==> src/rtl/reaction_timer_ctrl.sv <==
// Reaction-timer round sequencer: counts out a random delay in ms, lights the
// stimulus LED, then measures the player's response time or flags a timeout.
//
// state      | meaning
// -----------+--------------------------------------------------------------
// IDLE       | waiting for start; last result and flags held on the outputs
// WAIT_DELAY | counting the sampled random delay down, one ms per tick
// ARMED      | LED lit, counting reaction time up until react or timeout
module reaction_timer_ctrl #(
  parameter int CLKS_PER_MS = 50000,
  parameter int RAND_WIDTH  = 11,
  parameter int TIME_WIDTH  = 14,
  parameter int TIMEOUT_MS  = 9999
) (
  input  logic                  clk,
  input  logic                  reset,
  input  logic                  start,
  input  logic                  react,
  input  logic [RAND_WIDTH-1:0] random_value,
  output logic                  led_on,
  output logic                  busy,
  output logic [TIME_WIDTH-1:0] time_ms,
  output logic                  time_valid,
  output logic                  false_start,
  output logic                  timeout
);

  localparam int PRE_WIDTH = $clog2(CLKS_PER_MS);
  localparam logic [PRE_WIDTH-1:0]  PRE_LAST    = PRE_WIDTH'(CLKS_PER_MS - 1);
  localparam logic [PRE_WIDTH-1:0]  PRE_ONE     = PRE_WIDTH'(1);
  localparam logic [RAND_WIDTH-1:0] DELAY_ONE   = RAND_WIDTH'(1);
  localparam logic [TIME_WIDTH-1:0] CNT_ONE     = TIME_WIDTH'(1);
  localparam logic [TIME_WIDTH-1:0] CNT_TIMEOUT = TIME_WIDTH'(TIMEOUT_MS);

  typedef enum logic [1:0] {
    IDLE,
    WAIT_DELAY,
    ARMED
  } state_t;

  state_t                state;
  logic [PRE_WIDTH-1:0]  prescaler;
  logic [RAND_WIDTH-1:0] delay;
  logic [TIME_WIDTH-1:0] react_cnt;
  logic                  tick;

  assign tick = (prescaler == PRE_LAST);

  always_ff @(posedge clk) begin
    if (reset) begin
      state       <= IDLE;
      prescaler   <= '0;
      delay       <= '0;
      react_cnt   <= '0;
      led_on      <= 1'b0;
      busy        <= 1'b0;
      time_ms     <= '0;
      time_valid  <= 1'b0;
      false_start <= 1'b0;
      timeout     <= 1'b0;
    end else begin
      // Wrapping on the tick also gives the zeroed prescaler on ARMED entry.
      prescaler <= tick ? '0 : prescaler + PRE_ONE;

      case (state)
        IDLE: begin
          prescaler <= '0;
          if (start) begin
            delay       <= (random_value == '0) ? DELAY_ONE : random_value;
            time_ms     <= '0;
            time_valid  <= 1'b0;
            false_start <= 1'b0;
            timeout     <= 1'b0;
            busy        <= 1'b1;
            state       <= WAIT_DELAY;
          end
        end

        WAIT_DELAY: begin
          if (react) begin
            false_start <= 1'b1;
            busy        <= 1'b0;
            state       <= IDLE;
          end else if (tick) begin
            delay <= delay - DELAY_ONE;
            if (delay == DELAY_ONE) begin
              led_on    <= 1'b1;
              react_cnt <= '0;
              state     <= ARMED;
            end
          end
        end

        ARMED: begin
          if (react) begin
            time_ms    <= react_cnt;
            time_valid <= 1'b1;
            led_on     <= 1'b0;
            busy       <= 1'b0;
            state      <= IDLE;
          end else if (tick) begin
            if (react_cnt + CNT_ONE == CNT_TIMEOUT) begin
              time_ms    <= CNT_TIMEOUT;
              timeout    <= 1'b1;
              time_valid <= 1'b1;
              led_on     <= 1'b0;
              busy       <= 1'b0;
              state      <= IDLE;
            end else begin
              react_cnt <= react_cnt + CNT_ONE;
            end
          end
        end

        default: state <= IDLE;
      endcase
    end
  end

endmodule

==> config.mk <==
export PLATFORM = sky130hd
export DESIGN_NAME = reaction_timer_ctrl
export DESIGN_NICKNAME = d
export VERILOG_FILES = /design/src/rtl/reaction_timer_ctrl.sv
export SDC_FILE = /design/constraint.sdc
export NUM_CORES = 1
export LEC_CHECK = 0
export CAP_MARGIN = 20
export CORE_UTILIZATION = 59
export CTS_BUF_LIST = sky130_fd_sc_hd__clkbuf_4 sky130_fd_sc_hd__clkbuf_8
export DETAILED_ROUTE_END_ITERATION = 10
export MAX_ROUTING_LAYER = met4
export PLACE_DENSITY = 0.82
export SLEW_MARGIN = 20
export SYNTH_ARGS = -nofsm -noshare
export SYNTH_HDL_FRONTEND = slang
export SYNTH_SLANG_ARGS = --single-unit
==> constraint.sdc <==
create_clock -name clk -period 2.85 [get_ports clk]
set_input_delay 0.4275 -clock clk [delete_from_list [all_inputs] [get_ports clk]]
set_output_delay 0.4275 -clock clk [all_outputs]
set_load 0.01 [all_outputs]
# Yosys cells after proc, flatten, opt, wreduce, memory -nomap -nowiden
# Index checks and enable logic that the tools add are counted.
totals:
  ff_bits: 62
  latch_bits: 0
  ramBits: 0
  romBits: 0
  in_bits: 15
  mem_count: 0
classes:
  addsub: 3
  mul: 0
  div: 0
  magnitude_cmp: 0
  n_eq_ne: 18
  shifts: 0
  n_mux: 44
  n_bitwise: 0
  reduce_logical: 15
ops:
  columns: ["operator", "n"]
  rows:
  - ["two-way mux 14 bit", 10]
  - ["one-hot mux 14 bit (2 select lines)", 2]
  - ["two-way mux 11 bit", 4]
  - ["one-hot mux 11 bit (2 select lines)", 1]
  - ["!= test 2 bit, second input constant", 9]
  - ["adder 16 x 1 -> 16 bit, second input constant", 1]
  - ["== test 16 bit, second input constant", 1]
  - ["AND reduction 5 bit", 3]
  - ["adder 14 x 1 -> 14 bit, second input constant", 1]
  - ["== test 14 bit, second input constant", 1]
  - ["two-way mux 1 bit", 14]
  - ["two-way mux 2 bit", 7]
  - ["!= test 3 bit, second input constant", 4]
  - ["== test 11 x 1 -> 1 bit, second input constant", 1]
  - ["zero test 11 bit", 1]
  - ["subtractor 11 x 1 -> 11 bit, second input constant", 1]
  - ["one-hot mux 1 bit (2 select lines)", 4]
  - ["AND reduction 4 bit", 2]
  - ["AND reduction 7 bit", 1]
  - ["one-hot mux 2 bit (3 select lines)", 1]
  - ["AND reduction 6 bit", 1]
  - ["nonzero test 2 bit", 3]
  - ["one-hot mux 1 bit (3 select lines)", 1]
  - ["AND reduction 3 bit", 1]
  - ["other kinds (5)", 5]

# Logic depth before layout (Yosys ltp)
# Gate-level depths: netlist of the first run.
logic_depth:
  word_depth: 6
  depth_mapped: 10
  ltp_nobuf: 9

# Worst setup path after synthesis of the first run
# OpenSTA, ideal clock, no wires.
synth_timing:
  path_type: "register to register"
  start: "register state[0]"
  end: "register time_ms[13]"
  setup_time_ps: 128
  arrival_time_ps: 2256
  slack_ps: 466
  stages_incl_launch_ff: 10
  path_buffers: 2
  path_cell_list: "dfxtp_1 > inv_1 > ha_1 > clkbuf_1 > o21ai_0 > nor2b_1 > a32oi_4 > buf_4 > mux2i_1 > nor2_1"
synth_between:
  elab_chain_cells: 3
  elab_cells_between_ends: 8
  classes_between: "4 x eq/ne; 1 x mux; 3 x reduce/logical"
synth_rtl:
  columns: ["item", "line_no", "rtl"]
  rows:
  - ["start, declared", "41", "state_t state;"]
  - ["start signal, assigned", "51", "state <= IDLE;"]
  - ["start signal, assigned", "75", "state <= WAIT_DELAY;"]
  - ["start signal, assigned", "83", "state <= IDLE;"]
  - ["== test 2 bit or zero test 2 bit (tied branches)", "65", "case (state)"]
  - ["!= test 3 bit (no source line), or another cell as far along", null, null]
  - ["AND reduction 4 bit (no source line)", null, null]
  - ["end signal, assigned", "96", "time_ms <= react_cnt;"]
  - ["end, declared", "22", "output logic [TIME_WIDTH-1:0] time_ms,"]
# Parallel ways exist; a longest one is shown, timed or not.
# A chain may end at the register's enable or synchronous reset.

# Final worst setup path of the first run
layout_timing:
  start: "register react_cnt[1]"
  end: "register busy"
layout_between:
  elab_chain_cells: 4
layout_rtl:
  columns: ["item", "line_no", "rtl"]
  rows:
  - ["start, declared", "44", "logic [TIME_WIDTH-1:0] react_cnt;"]
  - ["start signal, assigned", "110", "react_cnt <= react_cnt + CNT_ONE;"]
  - ["adder 14 x 1 -> 14 bit", "102", "if (react_cnt + CNT_ONE == CNT_TIMEOUT) begin"]
  - ["== test 14 bit", "102", null]
  - ["!= test 3 bit (no source line)", null, null]
  - ["AND reduction 5 bit (no source line)", null, null]
  - ["end signal, assigned", "82", "busy <= 1'b0;"]
  - ["end signal, assigned", "99", "busy <= 1'b0;"]
  - ["end signal, assigned", "107", "busy <= 1'b0;"]
  - ["end, declared", "21", "output logic busy,"]
# No other way between the ends.

==> results of run 1 <==
==> layer usage <==
layer	vias up	part of all wire	GRT usage
li1	1540	-	-
met1	1440	0.45	0.303
met2	52	0.50	0.461
met3	11	0.030	0.0471
met4	0	0.014	0.119
met5	-	0	-
==> Yosys cell counts (2+ instances only) <==
master,n
xor2_1,7
inv_1,16
nor2_2,2
xnor2_1,9
dfxtp_1,62
and4_1,2
nand2_1,25
a22oi_1,2
o211ai_1,2
nor4_1,6
and2_1,2
and3_1,9
mux2i_1,12
a21o_1,5
a31oi_1,3
o31ai_1,2
a211o_1,5
nand4_1,9
nand3_1,13
ha_1,9
nor4b_1,5
or2_2,2
nor2b_1,10
nor3_1,12
o32ai_1,2
a21oi_1,40
clkbuf_1,19
nor4bb_1,2
o21a_1,2
nor2_1,46
or3_1,11
nand2b_1,5
nor3b_1,3
a32oi_1,4
a211oi_1,4
o21ai_0,14
==> final timing paths <==
path	start	to	cells past startpoint
worst max-delay path	react_cnt[1]$_SDFFE_PP0P_	busy$_SDFFE_PP0P_	8
worst min-delay path	prescaler[0]$_SDFF_PP0_	prescaler[0]$_SDFF_PP0_	1
worst max register to register	react_cnt[1]$_SDFFE_PP0P_	busy$_SDFFE_PP0P_	8
worst min register to register	prescaler[0]$_SDFF_PP0_	prescaler[0]$_SDFF_PP0_	1
==> metrics by stage <==
stage / power, mW / area, µm²
6_report: 2.22 / 3970
5_1_grt: 2.35 / 3970
4_1_cts: 2.24 / 3970
3_5_place_dp: 1.48 / 3780
3_3_place_gp: 1.46 / 3780
2_1_floorplan: 1.35 / 3380
==> cells by family after synthesis <==
| group | after synthesis |
|---|---|
| AOI/OAI and AO/OA | 100 |
| xor gates and xnor gates | 16 |
| adders and majority gates | 9 |
| buffers and inverters | 38 |
| DFF | 62 |
| muxes | 14 |
| and+or+nand+nor | 170 |
==> placed cells by master (no fill, tap or decap), types with 3 or more instances in the layout <==
cell             netlist  routed
nand3_1               13      13
a211oi_1               4       4
or3_1                 11      11
nand2_1               25      25
nor2b_1               10      10
ha_1                   9       9
a32oi_1                4       4
nor3b_1                3       3
mux2i_1               12      12
buf_4                  1       9
a211o_1                5       5
a21o_1                 5       5
xor2_1                 7       7
nor3_1                12      12
nor2_1                46      46
a21oi_1               40      40
and3_1                 9       9
nand2b_1               5       5
xnor2_1                9       9
clkdlybuf4s50_1        0      33
a31oi_1                3       3
dfxtp_1               62      62
nor4b_1                5       5
o21ai_0               14      13
inv_1                 16      16
clkbuf_8               0      10
nor4_1                 6       6
nand4_1                9       9
==> power by group through the flow <==
stage | Clock (mW) | Sequential, mW | Combinational [mW]
CTS | 0.774 | 0.962 | 0.504
global placement | 0 | 0.979 | 0.485
finish | 0.757 | 0.962 | 0.505
detailed placement | 0 | 0.980 | 0.500
floorplan | 0 | 0.971 | 0.374
global route | 0.815 | 0.971 | 0.560
==> sequential cells by signal, indices dropped and copies added (netlist names) <==
name / flops
time_ms: 14
timeout: 1
delay: 11
busy: 1
state: 2
react_cnt: 14
prescaler: 16
false_start: 1
led_on: 1
time_valid: 1
==> critical path, stage by stage (launching register included) <==
cell	delay [ns]
dfxtp_1	0.40
ha_1	0.23
nand3_2	0.17
nor3_2	0.18
o211ai_1	0.14
a221oi_4	0.58
a31oi_1	0.20
nor4_2	0.27
mux2_1	0.35
==> area by class of cell <==
class | instances | area (µm²)
inverter | 16 | 60.1
clock buffer | 11 | 145
tap | 72 | 90.1
timing repair buffer | 42 | 398
fill | 431 | 1540
clock inverter | 4 | 47.5
multi-input combinational | 309 | 1990
sequential | 62 | 1240
==> summary.txt, run 1 <==
Run status
  – Status: complete, no violations

Place
  – Port bufs: 33
  – Post-place setup slack: 0.245 ns
  – Placer Congestion: between 0.8 and 0.9
  – Placed cells: roughly 500
  – DP HPWL: 5200 µm

Synth
  – Async set or reset register ratio after synthesis: 0
  – Post-synthesis mux area share: 0.0422
  – Synthesis warning total: 0
  – Cells after Synth: approximately 410
  – Area leader, netlist: dfxtp_1
  – Main flop type after synthesis: dfxtp_1
  – Post-Synth Simple-Gate Area: 0.269
  – Largest family of logic cells by synthesized area: simple AND/OR/NAND/NOR gates
  – Post-synth EDFFs: 0
  – Yosys cell types: 62
  – Syn_nets: 433
  – XOR/XNOR Fraction of Synth Area: 0.0415
  – Synth area leaders: dfxtp_1 (37%), a21oi_1 (5.9%), nor2_1 (5.1%), mux2i_1 (3.6%), ha_1 (3.3%)
  – Sequential share of the synthesized area: 0.367
  – Cell Area, Synth: 3380 µm²
  – Post-Synth Adder-Cell Area: 0.0333
  – Top-area cell type share of the netlist area: 0.367
  – Synthesized area per cell: 8.26 µm²
  – Compound-Gate Fraction of Synth Area: 0.203
  – Synthesized flop and latch total: 62

Floorplan
  – CORE AREA: 5510 µm²
  – Site Rows: 27
  – Die Wd: 77.7 µm
  – Starting Density: 0.614
  – DIE AREA: ~6000 µm²
  – Die height: just under 80 µm
  – I/O Pins: 34

Cells and area
  – Share of cells above drive strength 1: 0.0901
  – Layout overhead on the synthesized area: 17.5%
  – # diodes: 0
  – Fin nets: 464
  – Finished Core Util: 0.721
  – Final std cells w/o fill: roughly 520

Worst setup path
  – Crit end category: flop
  – Crit path arrival time: 2.85 ns
  – Critical Path Start Type: flop
  – Setup CP Type: reg2reg
  – CP Max Fanout: 10
  – Setup slack, reg-to-reg: 0.22 ns
  – CP Data Required Time: 3.07 ns

Clock network
  – TritonCTS Buffers: 9
  – Root buf cell: clkbuf_8
  – Hold buffer count at cts: 0
  – Worst-case clock buffer depth: 2
  – Post-cts sizing count: 0
  – Clock transition at path regs: 0.06 ns
  – TritonCTS clock tree: yes
  – Clk_lat worst skew: about 0.34 ns
  – H-tree depth: 3
  – CTS Sinks: 62
  – Setup bufs post-CTS: 0

Run
  – MaxCap Viol Count: 0

Timing
  – Final setup TNS: 0 ns
  – Period minus WS final: ~2.6 ns
  – Headroom to the max-slew limit: 0.616
  – Max Freq: 0.380 GHz
  – Worst setup margin: around 0.22 ns
  – Max Slew Vio Count: 0
  – Final setup violating endpoints: 0
  – Setup Skew: between 0.007 and 0.008 ns
  – Slew @ Worst Pin: 0.576 ns
  – Final Hold Vio Count: 0
  – Final period util: 0.923
  – RSZ-0062 raised after global routing: false
  – Hold_ws: about 0.44 ns

Pwr
  – VDD IR max: 0.000309 V
  – Sequential Power Share: 0.433
  – Switching Fraction: 0.296
  – P_sw: 658 µW
  – Gate power share: 0.227
  – P_leak: 1.46 nW
  – Clock share of power: 0.340
  – P per Cell Area: 560 nW/µm²
  – Internal Power: 1.57 mW

Min path
  – Worst min path class: reg2reg

Routing
  – Drt pass-1 iters: 4
  – ANT nets after route: 0
  – Vias/cell: 5.90
  – DRT Wirelength: 7340 µm
  – Routed WL per cell: 14.2 µm
  – DR vias: 3,043
  – Initial DRC Count: between 100 and 150
  – Drt drc: 0

GRT
  – Largest net degree at the start of global routing: 42
  – GR Overflow Total: 0
  – Initial antenna violation count: 0
  – First-pass GRT wire length: 12,400 µm
  – GRT Total Usage: 0.268
  – Vias in the first global route: 2,801
(Power assumes the default switching activity.)
==> inputs of run 2 (changes only) <==
--- a/config.mk
+++ b/config.mk
@@ -8,6 +8,7 @@
 export CAP_MARGIN = 20
 export CORE_UTILIZATION = 59
 export CTS_BUF_LIST = sky130_fd_sc_hd__clkbuf_4 sky130_fd_sc_hd__clkbuf_8
+export CTS_CLUSTER_DIAMETER = 50
 export DETAILED_ROUTE_END_ITERATION = 10
 export MAX_ROUTING_LAYER = met4
 export PLACE_DENSITY = 0.82
==> results of run 2 <==
No change in the layout: final DEF, timing and power equal those of run 1.
==> inputs of run 3 (changes only) <==
--- a/config.mk
+++ b/config.mk
@@ -5,7 +5,9 @@
 export SDC_FILE = /design/constraint.sdc
 export NUM_CORES = 1
 export LEC_CHECK = 0
+export ABC_CLOCK_PERIOD_IN_PS = 2850
 export CAP_MARGIN = 20
+export CORE_ASPECT_RATIO = 0.6
 export CORE_UTILIZATION = 59
 export CTS_BUF_LIST = sky130_fd_sc_hd__clkbuf_4 sky130_fd_sc_hd__clkbuf_8
 export CTS_CLUSTER_DIAMETER = 50
==> run 3 against run 2 <==
Critical path depth up 1. Setup slack improved by 0.016 ns. Final cell count increased by 1.7%. Count of clock-buffer cells in the layout grew 2. Sequential power rose by 0.4%. Utilization is 5.0 points higher. Sequential share of layout area shrank 0.79 points. Combinational power is 5.7% higher. Via count rose by 3.6%. Global-route usage up 4.6 points. First-iteration DRC count rose by 85%. Critical path type unchanged. Critical endpoint is now time_ms[8]$_SDFFE_PP0P_. Largest cell class unchanged.
==> summary.txt, run 3 (synthesis gave the netlist of run 1 again) <==
Run status
  – Status: complete, no violations

Floorplan
  – Starting Density: 0.640 (+0.0263)
  – Die Wd: 99.7 µm (+28%)
  – Die height: 60.6 µm (-22%)
  – CORE AREA: 5280 µm² (-4.1%)
  – Site Rows: 20 (-26%)
  – DIE AREA: 6040 µm² (+0.16%)
  – I/O Pins: 34 (unchanged)

Routing
  – ANT nets after route: 0 (unchanged)
  – Initial DRC Count: 231 (+85%)
  – Routed WL per cell: 16.0 µm (+13%)
  – Vias/cell: 6.01 (+1.8%)
  – DRT Wirelength: 8400 µm (+15%)
  – Drt pass-1 iters: 5 (+1)
  – Drt drc: 0 (unchanged)
  – DR vias: 3,153 (+3.6%)

Worst setup path
  – Setup CP Type: reg2reg
  – CP Data Required Time: 3.09 ns (+0.02 ns)
  – Crit end category: flop
  – Worst Reg-to-Reg Cells: 9 (+1)
  – Crit path arrival time: 2.86 ns (about the same)
  – Setup slack, reg-to-reg: 0.23 ns (+0.02 ns)
  – CP Max Fanout: 14 (+4)
  – Worst Setup SP: react_cnt[1]$_SDFFE_PP0P_
  – R2r startpoint: react_cnt[1]$_SDFFE_PP0P_
  – Reg-to-reg critical path endpoint: time_ms[8]$_SDFFE_PP0P_
  – Critical Path Start Type: flop

Timing
  – Headroom to the max-slew limit: 0.481 (-0.135)
  – Setup Skew: 0.00937 ns (+0.00168 ns)
  – Final setup TNS: 0 ns (unchanged)
  – Final Hold Vio Count: 0 (unchanged)
  – Worst setup margin: 0.234 ns (+0.0159 ns)
  – Max Freq: 0.382 GHz (+0.61%)
  – Final period util: 0.918 (-0.00560)
  – Max Slew Vio Count: 0 (unchanged)
  – Final setup violating endpoints: 0 (unchanged)
  – Slew @ Worst Pin: 0.778 ns (+0.202 ns)
  – Period minus WS final: 2.62 ns (-0.0160 ns)
  – RSZ-0062 raised after global routing: false

Min path
  – Hold Path End: prescaler[0]$_SDFF_PP0_
  – Hold_sp: prescaler[0]$_SDFF_PP0_
  – Worst min path class: reg2reg
  – Hold path depth: 1 (unchanged)

Cells and area
  – # diodes: 0 (unchanged)
  – Commonest non-fill, non-tap cell in the layout: dfxtp_1
  – Largest register FFs: 16 (unchanged)
  – Largest Register: prescaler
  – Most frequent cells in the layout: dfxtp_1 (62), nor2_1 (46), a21oi_1 (40)
  – Biggest regs: prescaler x16, react_cnt x14, time_ms x14
  – Finished Core Util: 0.772 (+0.0504)
  – Fin nets: 467 (+0.65%)
  – Final std cells w/o fill: 525 (+1.7%)
  – Layout overhead on the synthesized area: 20.5%
  – Share of cells above drive strength 1: 0.100 (+0.0104)
  – Filler instances: 399 (-7.4%)

Clock network
  – Hold buffer count at cts: 0 (unchanged)
  – H-tree depth: 3 (unchanged)
  – CTS Sinks: 62 (unchanged)
  – TritonCTS clock tree: yes
  – Root buf cell: clkbuf_8
  – Clk_lat worst skew: 0.36 ns (+0.02 ns)
  – Setup bufs post-CTS: 0 (unchanged)
  – Worst-case clock buffer depth: 2 (unchanged)
  – TritonCTS Buffers: 9 (unchanged)
  – Clock transition at path regs: 0.07 ns (about the same)
  – Post-cts sizing count: 0 (unchanged)

Place
  – Placed cells: 508 (+1.4%)
  – Post-place setup slack: 0.226 ns (-0.0194 ns)
  – DP HPWL: 5730 µm (+10%)
  – Port bufs: 33 (unchanged)
  – Placer Congestion: 0.975 (+9.5%)

GRT
  – First-pass GRT wire length: 13,600 µm (+9.2%)
  – Vias in the first global route: 2,797 (-0.14%)
  – GR Overflow Total: 0 (unchanged)
  – Largest net degree at the start of global routing: 40 (-4.8%)
  – GRT Total Usage: 0.313 (+0.0458)
  – Initial antenna violation count: 0 (unchanged)

Pwr
  – VDD IR max: 0.000355 V (+15%)
  – P_leak: 1.50 nW (+3.2%)
  – P per Cell Area: 593 nW/µm² (+5.9%)
  – Power Total: 2.42 mW (+8.7%)

Run
  – MaxCap Viol Count: 0 (unchanged)
## run 3: where the power goes
group          leakage [nW]  switching (mW)  internal [mW]
Sequential            0.502          0.0524          0.914
Combinational         0.879           0.302          0.232
Clock                 0.123           0.344          0.572
## run 3: worst max-delay path, cell delays in order (launching register included)
cell      delay (ns)
dfxtp_1         0.40
ha_1            0.22
nand3_2         0.19
o21a_1          0.24
o211ai_1        0.26
a221oi_4        0.12
buf_12          0.16
a32oi_4         0.54
mux2i_1         0.29
nor2_1          0.07
## run 3: metrics by stage
stage | hold slack, ns | instance area [µm²]
after floorplan | 0.413 | 3380
after detailed placement | 0.436 | 3810
final | 0.446 | 4070
after global routing | 0.469 | 4070
after global placement | 0.431 | 3810
after CTS | 0.450 | 4050
## run 3: worst max-delay path by stage
| stage | endpoint | slack [ns] | cells after the start |
|---|---|---|---|
| 2_1_floorplan | time_ms[13]$_SDFFE_PP0P_ | 0.47 | 9 |
| 3_3_place_gp | busy$_SDFFE_PP0P_ | 0.32 | 8 |
| 3_5_place_dp | busy$_SDFFE_PP0P_ | 0.23 | 8 |
| 4_1_cts | busy$_SDFFE_PP0P_ | 0.22 | 8 |
| 5_1_grt | time_ms[8]$_SDFFE_PP0P_ | 0.1 | 9 |
| 6_report | time_ms[8]$_SDFFE_PP0P_ | 0.23 | 9 |
## run 3: final cells by class
| class | instances | area [µm²] | share of cell area |
|---|---|---|---|
| clock inverters | 3 | 65.1 | 0.0160 |
| inverters | 16 | 60.1 | 0.0147 |
| repair buffers | 45 | 445 | 0.109 |
| multi-input cells | 309 | 1990 | 0.489 |
| clock buffers | 13 | 173 | 0.0424 |
| well taps | 77 | 96.3 | 0.0236 |
| flip-flops and latches | 62 | 1240 | 0.305 |
## run 3: metal layers
metal	share of wire	up-vias	global-route usage
li1	-	1545	-
met1	0.49	1488	0.417
met2	0.43	104	0.441
met3	0.062	16	0.100
met4	0.017	0	0.124
met5	0	-	-
